--- config.mk ---
export PLATFORM = sky130hd
export DESIGN_NAME = aes128_reg_if
export DESIGN_NICKNAME = d
export VERILOG_FILES = /design/src/rtl/aes128_reg_if.sv
export SDC_FILE = /design/constraint.sdc
export NUM_CORES = 1
export LEC_CHECK = 0
export BUFFER_PORTS_ARGS = -buffer_cell sky130_fd_sc_hd__buf_2
export CORE_MARGIN = 2
export CORE_UTILIZATION = 45
export DETAILED_ROUTE_END_ITERATION = 7
export PLACE_DENSITY = 0.76
export SETUP_SLACK_MARGIN = 0.2
export SLEW_MARGIN = 20
export SYNTH_ARGS = -nofsm -noshare
export SYNTH_HDL_FRONTEND = slang
export SYNTH_SLANG_ARGS = --single-unit
--- constraint.sdc ---
create_clock -name clk_i -period 4.07 [get_ports clk_i]
set_clock_uncertainty 0.05 [all_clocks]
set_input_delay 0.2035 -clock clk_i [delete_from_list [all_inputs] [get_ports clk_i]]
set_output_delay 0.2035 -clock clk_i [all_outputs]
set_load 0.05 [all_outputs]
--- src/rtl/aes128_reg_if.sv ---
// ---------------------------------------------------------------------------
// aes128_reg_if
// CPU register front-end for the AES-128 core. 32-bit bus writes assemble the
// 128-bit key and data words, a CTRL write issues a single-cycle start (with
// the operation code) to the core, and the core's result is captured into a
// read-only RESULT register on a fresh rising edge of the core's valid level.
// A sticky done flag, a sticky error flag and a level interrupt are exposed.
//
// Bus handshake: a write is accepted in the cycle wr_i is high. A read is
// requested by holding rd_i high for one cycle. rdata_o/rvalid_o are then
// presented exactly one cycle later with no back-pressure. If rd_i and wr_i
// are both high, the write takes effect and the read returns the value the
// register held before that write.
//
// Register map (word n of a 128-bit register = bits [32n+31:32n]):
//   0-3   KEY     RW
//   4-7   DATA    RW
//   8-11  RESULT  RO
//   12    CTRL    WO  bit0 start, bits2:1 op
//   13    STATUS      bit0 ready (RO), bit1 done (W1C), bit2 err (W1C)
//   14    IRQEN   RW  bit0
//   other         reads return 0, writes ignored
// ---------------------------------------------------------------------------
module aes128_reg_if #(
    parameter logic IRQ_EN_RST = 1'b0
) (
    input  logic         clk_i,
    input  logic         rst_n_i,
    // CPU bus
    input  logic [3:0]   addr_i,
    input  logic [31:0]  wdata_i,
    input  logic         wr_i,
    input  logic         rd_i,
    output logic [31:0]  rdata_o,
    output logic         rvalid_o,
    output logic         irq_o,
    // AES core
    output logic         aes_start_o,
    output logic [1:0]   aes_op_o,
    output logic [127:0] aes_key_o,
    output logic [127:0] aes_data_o,
    input  logic [127:0] aes_result_i,
    input  logic         aes_valid_i,
    input  logic         aes_ready_i,
    // Debug view of the control FSM (0=IDLE, 1=ISSUE, 2=BUSY)
    output logic [1:0]   dbg_state_o
);

    // Word addresses of the single-word registers
    localparam logic [3:0] ADDR_CTRL   = 4'd12;
    localparam logic [3:0] ADDR_STATUS = 4'd13;
    localparam logic [3:0] ADDR_IRQEN  = 4'd14;

    typedef enum logic [1:0] {
        ST_IDLE  = 2'd0,
        ST_ISSUE = 2'd1,
        ST_BUSY  = 2'd2
    } state_t;

    // -----------------------------------------------------------------------
    // Registers
    // -----------------------------------------------------------------------
    state_t         r_state;
    logic [127:0]   r_key;
    logic [127:0]   r_data;
    logic [127:0]   r_result;
    logic [1:0]     r_op;
    logic           r_start;
    logic           r_done;
    logic           r_err;
    logic           r_irq_en;
    logic           r_valid_d;
    logic [31:0]    r_rdata;
    logic           r_rvalid;

    // -----------------------------------------------------------------------
    // Decode
    // -----------------------------------------------------------------------
    logic           w_idle;
    logic           w_wr_key;
    logic           w_wr_data;
    logic           w_wr_ctrl;
    logic           w_wr_status;
    logic           w_wr_irqen;
    logic           w_start_req;
    logic           w_start_acc;
    logic           w_cfg_blocked;
    logic           w_err_set;
    logic           w_err_clr;
    logic           w_done_clr;
    logic           w_valid_rise;
    logic           w_capture;
    logic           w_ready;
    logic [6:0]     w_word_lsb;
    logic [31:0]    w_rd_word;

    assign w_idle        = (r_state == ST_IDLE);
    assign w_wr_key      = wr_i && (addr_i[3:2] == 2'b00);
    assign w_wr_data     = wr_i && (addr_i[3:2] == 2'b01);
    assign w_wr_ctrl     = wr_i && (addr_i == ADDR_CTRL);
    assign w_wr_status   = wr_i && (addr_i == ADDR_STATUS);
    assign w_wr_irqen    = wr_i && (addr_i == ADDR_IRQEN);

    // A start request is only honoured from IDLE; anywhere else it is an error
    assign w_start_req   = w_wr_ctrl && wdata_i[0];
    assign w_start_acc   = w_start_req && w_idle;

    // Key/data must stay stable to the core while an operation is in flight
    assign w_cfg_blocked = (w_wr_key || w_wr_data || w_wr_irqen) && !w_idle;
    assign w_err_set     = (w_start_req && !w_idle) || w_cfg_blocked;
    assign w_err_clr     = w_wr_status && wdata_i[2];
    assign w_done_clr    = w_wr_status && wdata_i[1];

    // Only a 0->1 transition seen while BUSY counts as a new result; a valid
    // level left over from the previous operation is ignored.
    assign w_valid_rise  = aes_valid_i && !r_valid_d;
    assign w_capture     = (r_state == ST_BUSY) && w_valid_rise;

    assign w_ready       = w_idle && aes_ready_i;

    // Bit offset of the 32-bit word selected inside a 128-bit register
    assign w_word_lsb    = {addr_i[1:0], 5'b00000};

    // -----------------------------------------------------------------------
    // Control FSM: IDLE -> ISSUE (wait for core ready) -> BUSY (wait result)
    // -----------------------------------------------------------------------
    always_ff @(posedge clk_i or negedge rst_n_i) begin
        if (!rst_n_i) begin
            r_state <= ST_IDLE;
            r_start <= 1'b0;
            r_op    <= 2'b00;
        end else begin
            case (r_state)
                ST_IDLE: begin
                    r_start <= 1'b0;
                    if (w_start_acc) begin
                        r_op    <= wdata_i[2:1];
                        r_state <= ST_ISSUE;
                    end
                end
                ST_ISSUE: begin
                    if (aes_ready_i) begin
                        r_start <= 1'b1;
                        r_state <= ST_BUSY;
                    end else begin
                        r_start <= 1'b0;
                    end
                end
                ST_BUSY: begin
                    r_start <= 1'b0;
                    if (w_capture) begin
                        r_state <= ST_IDLE;
                    end
                end
                default: begin
                    r_start <= 1'b0;
                    r_state <= ST_IDLE;
                end
            endcase
        end
    end

    // Registered copy of the core valid level for edge detection
    always_ff @(posedge clk_i or negedge rst_n_i) begin
        if (!rst_n_i) begin
            r_valid_d <= 1'b0;
        end else begin
            r_valid_d <= aes_valid_i;
        end
    end

    // KEY words: writable only while idle
    always_ff @(posedge clk_i or negedge rst_n_i) begin
        if (!rst_n_i) begin
            r_key <= '0;
        end else if (w_wr_key && w_idle) begin
            r_key[w_word_lsb +: 32] <= wdata_i;
        end
    end

    // DATA words: writable only while idle
    always_ff @(posedge clk_i or negedge rst_n_i) begin
        if (!rst_n_i) begin
            r_data <= '0;
        end else if (w_wr_data && w_idle) begin
            r_data[w_word_lsb +: 32] <= wdata_i;
        end
    end

    // IRQ enable: writable only while idle
    always_ff @(posedge clk_i or negedge rst_n_i) begin
        if (!rst_n_i) begin
            r_irq_en <= IRQ_EN_RST;
        end else if (w_wr_irqen && w_idle) begin
            r_irq_en <= wdata_i[0];
        end
    end

    // RESULT holds the last captured value until the next capture
    always_ff @(posedge clk_i or negedge rst_n_i) begin
        if (!rst_n_i) begin
            r_result <= '0;
        end else if (w_capture) begin
            r_result <= aes_result_i;
        end
    end

    // Sticky done: a capture in the same cycle as a W1C clear wins
    always_ff @(posedge clk_i or negedge rst_n_i) begin
        if (!rst_n_i) begin
            r_done <= 1'b0;
        end else if (w_capture) begin
            r_done <= 1'b1;
        end else if (w_done_clr) begin
            r_done <= 1'b0;
        end
    end

    // Sticky err: a new error in the same cycle as a W1C clear wins
    always_ff @(posedge clk_i or negedge rst_n_i) begin
        if (!rst_n_i) begin
            r_err <= 1'b0;
        end else if (w_err_set) begin
            r_err <= 1'b1;
        end else if (w_err_clr) begin
            r_err <= 1'b0;
        end
    end

    // Read mux over the current (pre-write) register contents
    always_comb begin
        w_rd_word = '0;
        case (addr_i)
            4'd0, 4'd1, 4'd2, 4'd3:   w_rd_word = r_key[w_word_lsb +: 32];
            4'd4, 4'd5, 4'd6, 4'd7:   w_rd_word = r_data[w_word_lsb +: 32];
            4'd8, 4'd9, 4'd10, 4'd11: w_rd_word = r_result[w_word_lsb +: 32];
            ADDR_STATUS:              w_rd_word = {29'd0, r_err, r_done, w_ready};
            ADDR_IRQEN:               w_rd_word = {31'd0, r_irq_en};
            default:                  w_rd_word = '0;
        endcase
    end

    // Registered read port: one-cycle latency, data held between reads
    always_ff @(posedge clk_i or negedge rst_n_i) begin
        if (!rst_n_i) begin
            r_rdata  <= '0;
            r_rvalid <= 1'b0;
        end else begin
            r_rvalid <= rd_i;
            if (rd_i) begin
                r_rdata <= w_rd_word;
            end
        end
    end

    // -----------------------------------------------------------------------
    // Outputs
    // -----------------------------------------------------------------------
    assign rdata_o     = r_rdata;
    assign rvalid_o    = r_rvalid;
    assign irq_o       = r_done && r_irq_en;
    assign aes_start_o = r_start;
    assign aes_op_o    = r_op;
    assign aes_key_o   = r_key;
    assign aes_data_o  = r_data;
    assign dbg_state_o = r_state;

endmodule

# ---- Yosys cells after proc, flatten, opt, wreduce, memory -nomap -nowiden
# Index checks and enable logic that the tools add are counted.
dict set report op_classes {
  bitwise_logic 0
  reduce_logical 33
  eq_ne 20
  multipliers 0
  order_cmp 0
  add_sub_neg 1
  muxes 13
  n_shift 5
  div_mod_pow 0
}
# op count
set op_table {}
lappend op_table {{$shiftx 128x8->32} 3}
lappend op_table {{$bwmux 128} 2}
lappend op_table {{$pmux 32 s5} 1}
lappend op_table {{$shift 32x9->128 const A} 1}
lappend op_table {{$shiftx 32x9->128} 1}
lappend op_table {{$eq 4x4->1 const B} 7}
lappend op_table {{$logic_and 1x1->1} 18}
lappend op_table {{$eq 4x3->1 const B} 4}
lappend op_table {{$reduce_or 4->1} 3}
lappend op_table {{$neg 7->9} 1}
lappend op_table {{$eq 4x2->1 const B} 2}
lappend op_table {{$mux 1} 6}
lappend op_table {{$mux 2} 3}
lappend op_table {{$pmux 2 s3} 1}
lappend op_table {{$eq 2x1->1 const B} 2}
lappend op_table {{$eq 4x1->1 const B} 1}
lappend op_table {{$logic_not 2->1} 2}
lappend op_table {{$logic_not 4->1} 1}
lappend op_table {{$ne 2x2->1 const B} 2}
lappend op_table {{$reduce_bool 2->1} 2}
lappend op_table {{$logic_or 1x1->1} 3}
lappend op_table {{$reduce_and 3->1} 1}
lappend op_table {{$eq 2x2->1 const B} 1}
lappend op_table {{$logic_not 1->1} 2}
lappend op_table {{other kinds (2)} 2}
dict set report totals {
  wordCells 84
  rom_bits 0
  mem_bits_rw 0
  inputBits 170
  latch_bits 0
  mem_count 0
  ff_bits 426
}

# ---- Depth between registers and ports, before layout
dict set report depth {
  word_depth 7
  mapped_depth 13
  depth_no_buf 7
}

# ---- Worst setup path before layout
# Ideal clock, no wire load.
dict set report synth_path {
  kind {input to register}
  start {input addr_i[1]}
  end {register r_rdata[2] (netlist: rdata_o[2])}
  setup_ns 0.120
  t_required_ns 3.900
  arrival_time_ns 2.740
  cell_stages 13
  setup_slack_ns 1.161
  path_buffers 6
  cell_sequence {clkbuf_1 > buf_1 > inv_1 > ha_1 > buf_2 > or4_1 > clkbuf_1 > and3_1 > clkbuf_1 > buf_2 > nand3_1 > nand3_1 > a31o_1}
}
dict set report synth_via {
  elab_chain_cells 3
  word_cells_on_any_way 21
  classes_between {13 x eq/ne; 3 x shift; 1 x mux; 4 x reduce/logical}
}
# item line_no
set synth_rtl {}
lappend synth_rtl {{from (decl)} 30} ;# input logic [3:0] addr_i,
lappend synth_rtl {{parallel branches: the longest is 2 deep, another holds $shiftx 128x8->32} n/a}
lappend synth_rtl {{$pmux 32 s5 (*)} 233} ;# case (addr_i)
lappend synth_rtl {{to (signal assigned)} 251} ;# r_rdata <= w_rd_word;
lappend synth_rtl {{to (decl)} 73} ;# logic [31:0] r_rdata;
# Every way passes the cells marked *.
# A chain may end at the register's enable or synchronous reset.

# ---- Worst setup path in the final report
dict set report layout_path {
  start {input addr_i[1]}
  end {register r_rdata[18] (netlist: rdata_o[18])}
}
# The elaborated chain is that of the path after synthesis.

==> results_dict.tcl <==
set metrics [dict create \
    swShare_pct 33.6 \
    critPathArrivalTime_ns 3.50 \
    cp.depth 8 \
    synth_compound_area_share_pct 18.9 \
    grt_usage_pct 32.4 \
    power_density_nw_per_um2 508 \
    layoutNonFillerInstCount 2763 \
    routed_wl_mm 71.2 \
    h-tree-depth 2 \
    dieArea_sq_um 43000 \
    num-fill-cells 3195 \
    synth_area_sq_um 18600 \
    switchingPower_uw 4210 \
    worst_r2r_path_depth 6 \
    dp.cells 2518 \
    num_rows 74 \
    synthMuxAreaShare_pct 11.7 \
    portBuffers 464 \
    synth_top_family_by_area "compound AO/OA/AOI/OAI gates" \
    critPathMaxFanout 28 \
    synth_cell_type_count 48 \
    required_ns 4.48 \
    layout_common_cells "buf_2 (462), dfrtp_1 (426), nand2_1 (296)" \
    yosys.area_share.simple_pct 8.14 \
    cts_root_buffer "clkbuf_16" \
    final_common_cell "buf_2" \
    final_nets 2373 \
    drt_first_pass_iters 6 \
    start_util_pct 45.6 \
    cts_made_buffers 46 \
    finalMaxSlewViolations 0 \
    wl_per_cell_um 25.8 \
    place_ws_ns 0.561 \
    slowest_stage "nand2_2" \
    synth_fa_ha_area_share_pct 0.336 \
    worstSetupStartpointType "input pin" \
    path_delay_family "simple AND/OR/NAND/NOR gates" \
    vias 17400 \
    timing.final.crit_share_pct 76.0 \
    path_buf_inv 2 \
    synthCells 1623 \
    total_power_uw 12500 \
    syn_area_per_cell_sq_um 11.5 \
    core-area_sq_um 40800 \
    whs_path_depth 3 \
    crit_chain "buf_2 -> inv_1 -> ha_1 -> nor4_4 -> nor2_1 -> nand2_2 -> a221oi_1 -> o32ai_1" \
    pwr-share-comb_pct 22.8 \
    crit_path_end_kind "flop" \
    synth-main-ff-cell "dfrtp_1" \
    worstMarginPinSlew_ns 1.17 \
    async_flop_share_pct 100 \
    hold_violations 0 \
    clk_path_buf_depth 3 \
    power_frac_clock_pct 34.0 \
    grt_max_degree 130 \
    ir_worst_vdd_mv 0.377 \
    grt_pass1_wl_mm 107 \
    synth_edf_count 0 \
    max-slew-margin-rel_pct 21.8 \
    drive_gt1_share_pct 34.0 \
    multiInputGateArea_sq_um 7420 \
    grt_setup_unrepaired "no" \
    yosysWarningCount 0 \
    intPower_uw 8300 \
    synth_xor_area_share_pct 0.0470 \
    die_height_um 207 \
    setup-tns-final_ns 0 \
    grt.overflow.total 0 \
    finalCriticalPeriod_ns 3.09 \
    drc_errors 0 \
    drt.antenna.violating_nets 0 \
    antenna_found_initial 1 \
    cts_tree "built" \
    whs_ns 0.0705 \
    gp_congestion 0.893 \
    avgViaCountPerCell 6.30 \
    final-seq-area_sq_um 10700 \
    place_hpwl_mm 45.5 \
    layout_setup_ws_ns 0.976 \
    status "finished clean" \
    cts_sinks 426 \
    power.leakage_uw 0.0120 \
    critPathMaxStageDelay_ns 0.84 \
    ys_ff_latch 426 \
    post_cts_buffers 0 \
    fmax_mhz 323 \
    die_w_um 207 \
    max_cap_viol_count 0 \
    synth_nets 1798 \
    drt_iter0_markers 2035 \
    hp-class "in -> reg" \
    antennaDiodeCount 0 \
    seq_power_share_pct 43.2 \
    seq_area_frac_synth_pct 57.2 \
    path_class "in -> reg" \
    synthToLayoutAreaGrowth_pct 32.3 \
    grt_pass1_vias 17900 \
    clk_pin_slew_ns 0.06 \
    num_io_pins 465 \
    clk_latency_ns 0.58 \
    finalSetupViolations 0 \
]
logic make-up (layout without fill, tap and decap cells):
group,Yosys count,after routing
mux,163,163
fa+ha+maj,5,5
buf+inv,167,775
compound gates,495,495
xor+xnor,1,1
flops,426,426
simple gates,366,366
synth_stat cells (all sizes together) (2+ instances only):
library cell / number / area, sq um
a21oi: 9 / 45.0
nor2: 10 / 42.5
nand2b: 6 / 37.5
o211ai: 27 / 203
nand2: 298 / 1120
dfrtp: 426 / 10700
nand4: 3 / 18.8
a21o: 2 / 15.0
and3: 2 / 12.5
nor3: 6 / 30.0
and2: 2 / 12.5
buf: 36 / 183
a22o: 119 / 1040
nor3b: 2 / 15.0
mux4: 31 / 698
nor2b: 5 / 31.3
a22oi: 3 / 22.5
o21ai: 204 / 1020
o22ai: 3 / 18.8
mux2: 132 / 1490
clkbuf: 100 / 375
a211oi: 4 / 30.0
a221oi: 59 / 517
inv: 31 / 116
o32ai: 28 / 245
nand3: 24 / 120
ha: 5 / 62.6
a31o: 2 / 17.5
a221o: 27 / 270
a222oi: 2 / 20.0
state kept, by name (all words and copies together), names as in the netlist:
name / cells
aes_data_o: 128
aes_key_o: 128
r_result: 128
rdata_o: 32
aes_op_o: 2
dbg_state_o: 2
aes_start_o: 1
r_done: 1
r_err: 1
r_irq_en: 1
r_valid_d: 1
rvalid_o: 1
path summary, 6_finish.rpt:
path	end	from	slack [ns]
worst max-delay path	rdata_o[18]	addr_i[1]	0.98
worst min-delay path	r_irq_en	addr_i[3]	0.07
worst max register to register	aes_key_o[82]	dbg_state_o[0]	1.13
worst min register to register	r_err	r_err	0.45
max in group asynchronous	aes_data_o[3]	rst_n_i	2.72
min in group asynchronous	aes_data_o[89]	rst_n_i	0.23
worst reg2reg max path, stage by stage, from the launching register on:
cell and delay, ns:
dfrtp_1 0.48, nor2_1 0.16, and2_1 0.53, nand3_2 0.76
buf_4 0.56, nand2_1 0.16, o21ai_0 0.11
area by class of cell:
cell class / instances / share of cell area [%]
Tap cell: 532 / 2.70
Multi-Input combinational cell: 1030 / 30.1
Clock inverter: 18 / 0.833
Timing Repair Buffer: 663 / 17.4
Sequential cell: 426 / 43.3
Clock buffer: 63 / 5.26
Inverter: 31 / 0.472
power groups by stage:
stage | logic, uW | registers (uW) | clock network [uW]
after floorplan | 902 | 6240 | 0
after global placement | 2620 | 5440 | 0
after detailed placement | 2690 | 5450 | 0
after CTS | 2830 | 5380 | 4280
after global routing | 2990 | 5450 | 4450
final | 2850 | 5410 | 4250
routing by layer:
metal / vias to the layer above / GRT usage (%) / part of all wire [%] / routed length, um
li1: 7138 / - / - / -
met1: 8501 / 39.8 / 36 / 25500
met2: 1377 / 52.8 / 47 / 33100
met3: 383 / 8.05 / 11 / 8160
met4: 2 / 17.8 / 6.2 / 4390
met5: - / 0 / 0.018 / 13
stage by stage:
step	util [%]	instance area (sq um)
2_1_floorplan	-	18600
3_3_place_gp	52.7	21500
4_1_cts	60.4	24600
3_5_place_dp	52.7	21500
6_report	60.4	24600
5_1_grt	60.4	24600
repair_timing:
item,in CTS,in global routing
hold buffers,164,0
resized for setup,0,0
hold endpoints to repair,492,0
Note: power is estimated with default switching activity, not from simulation.
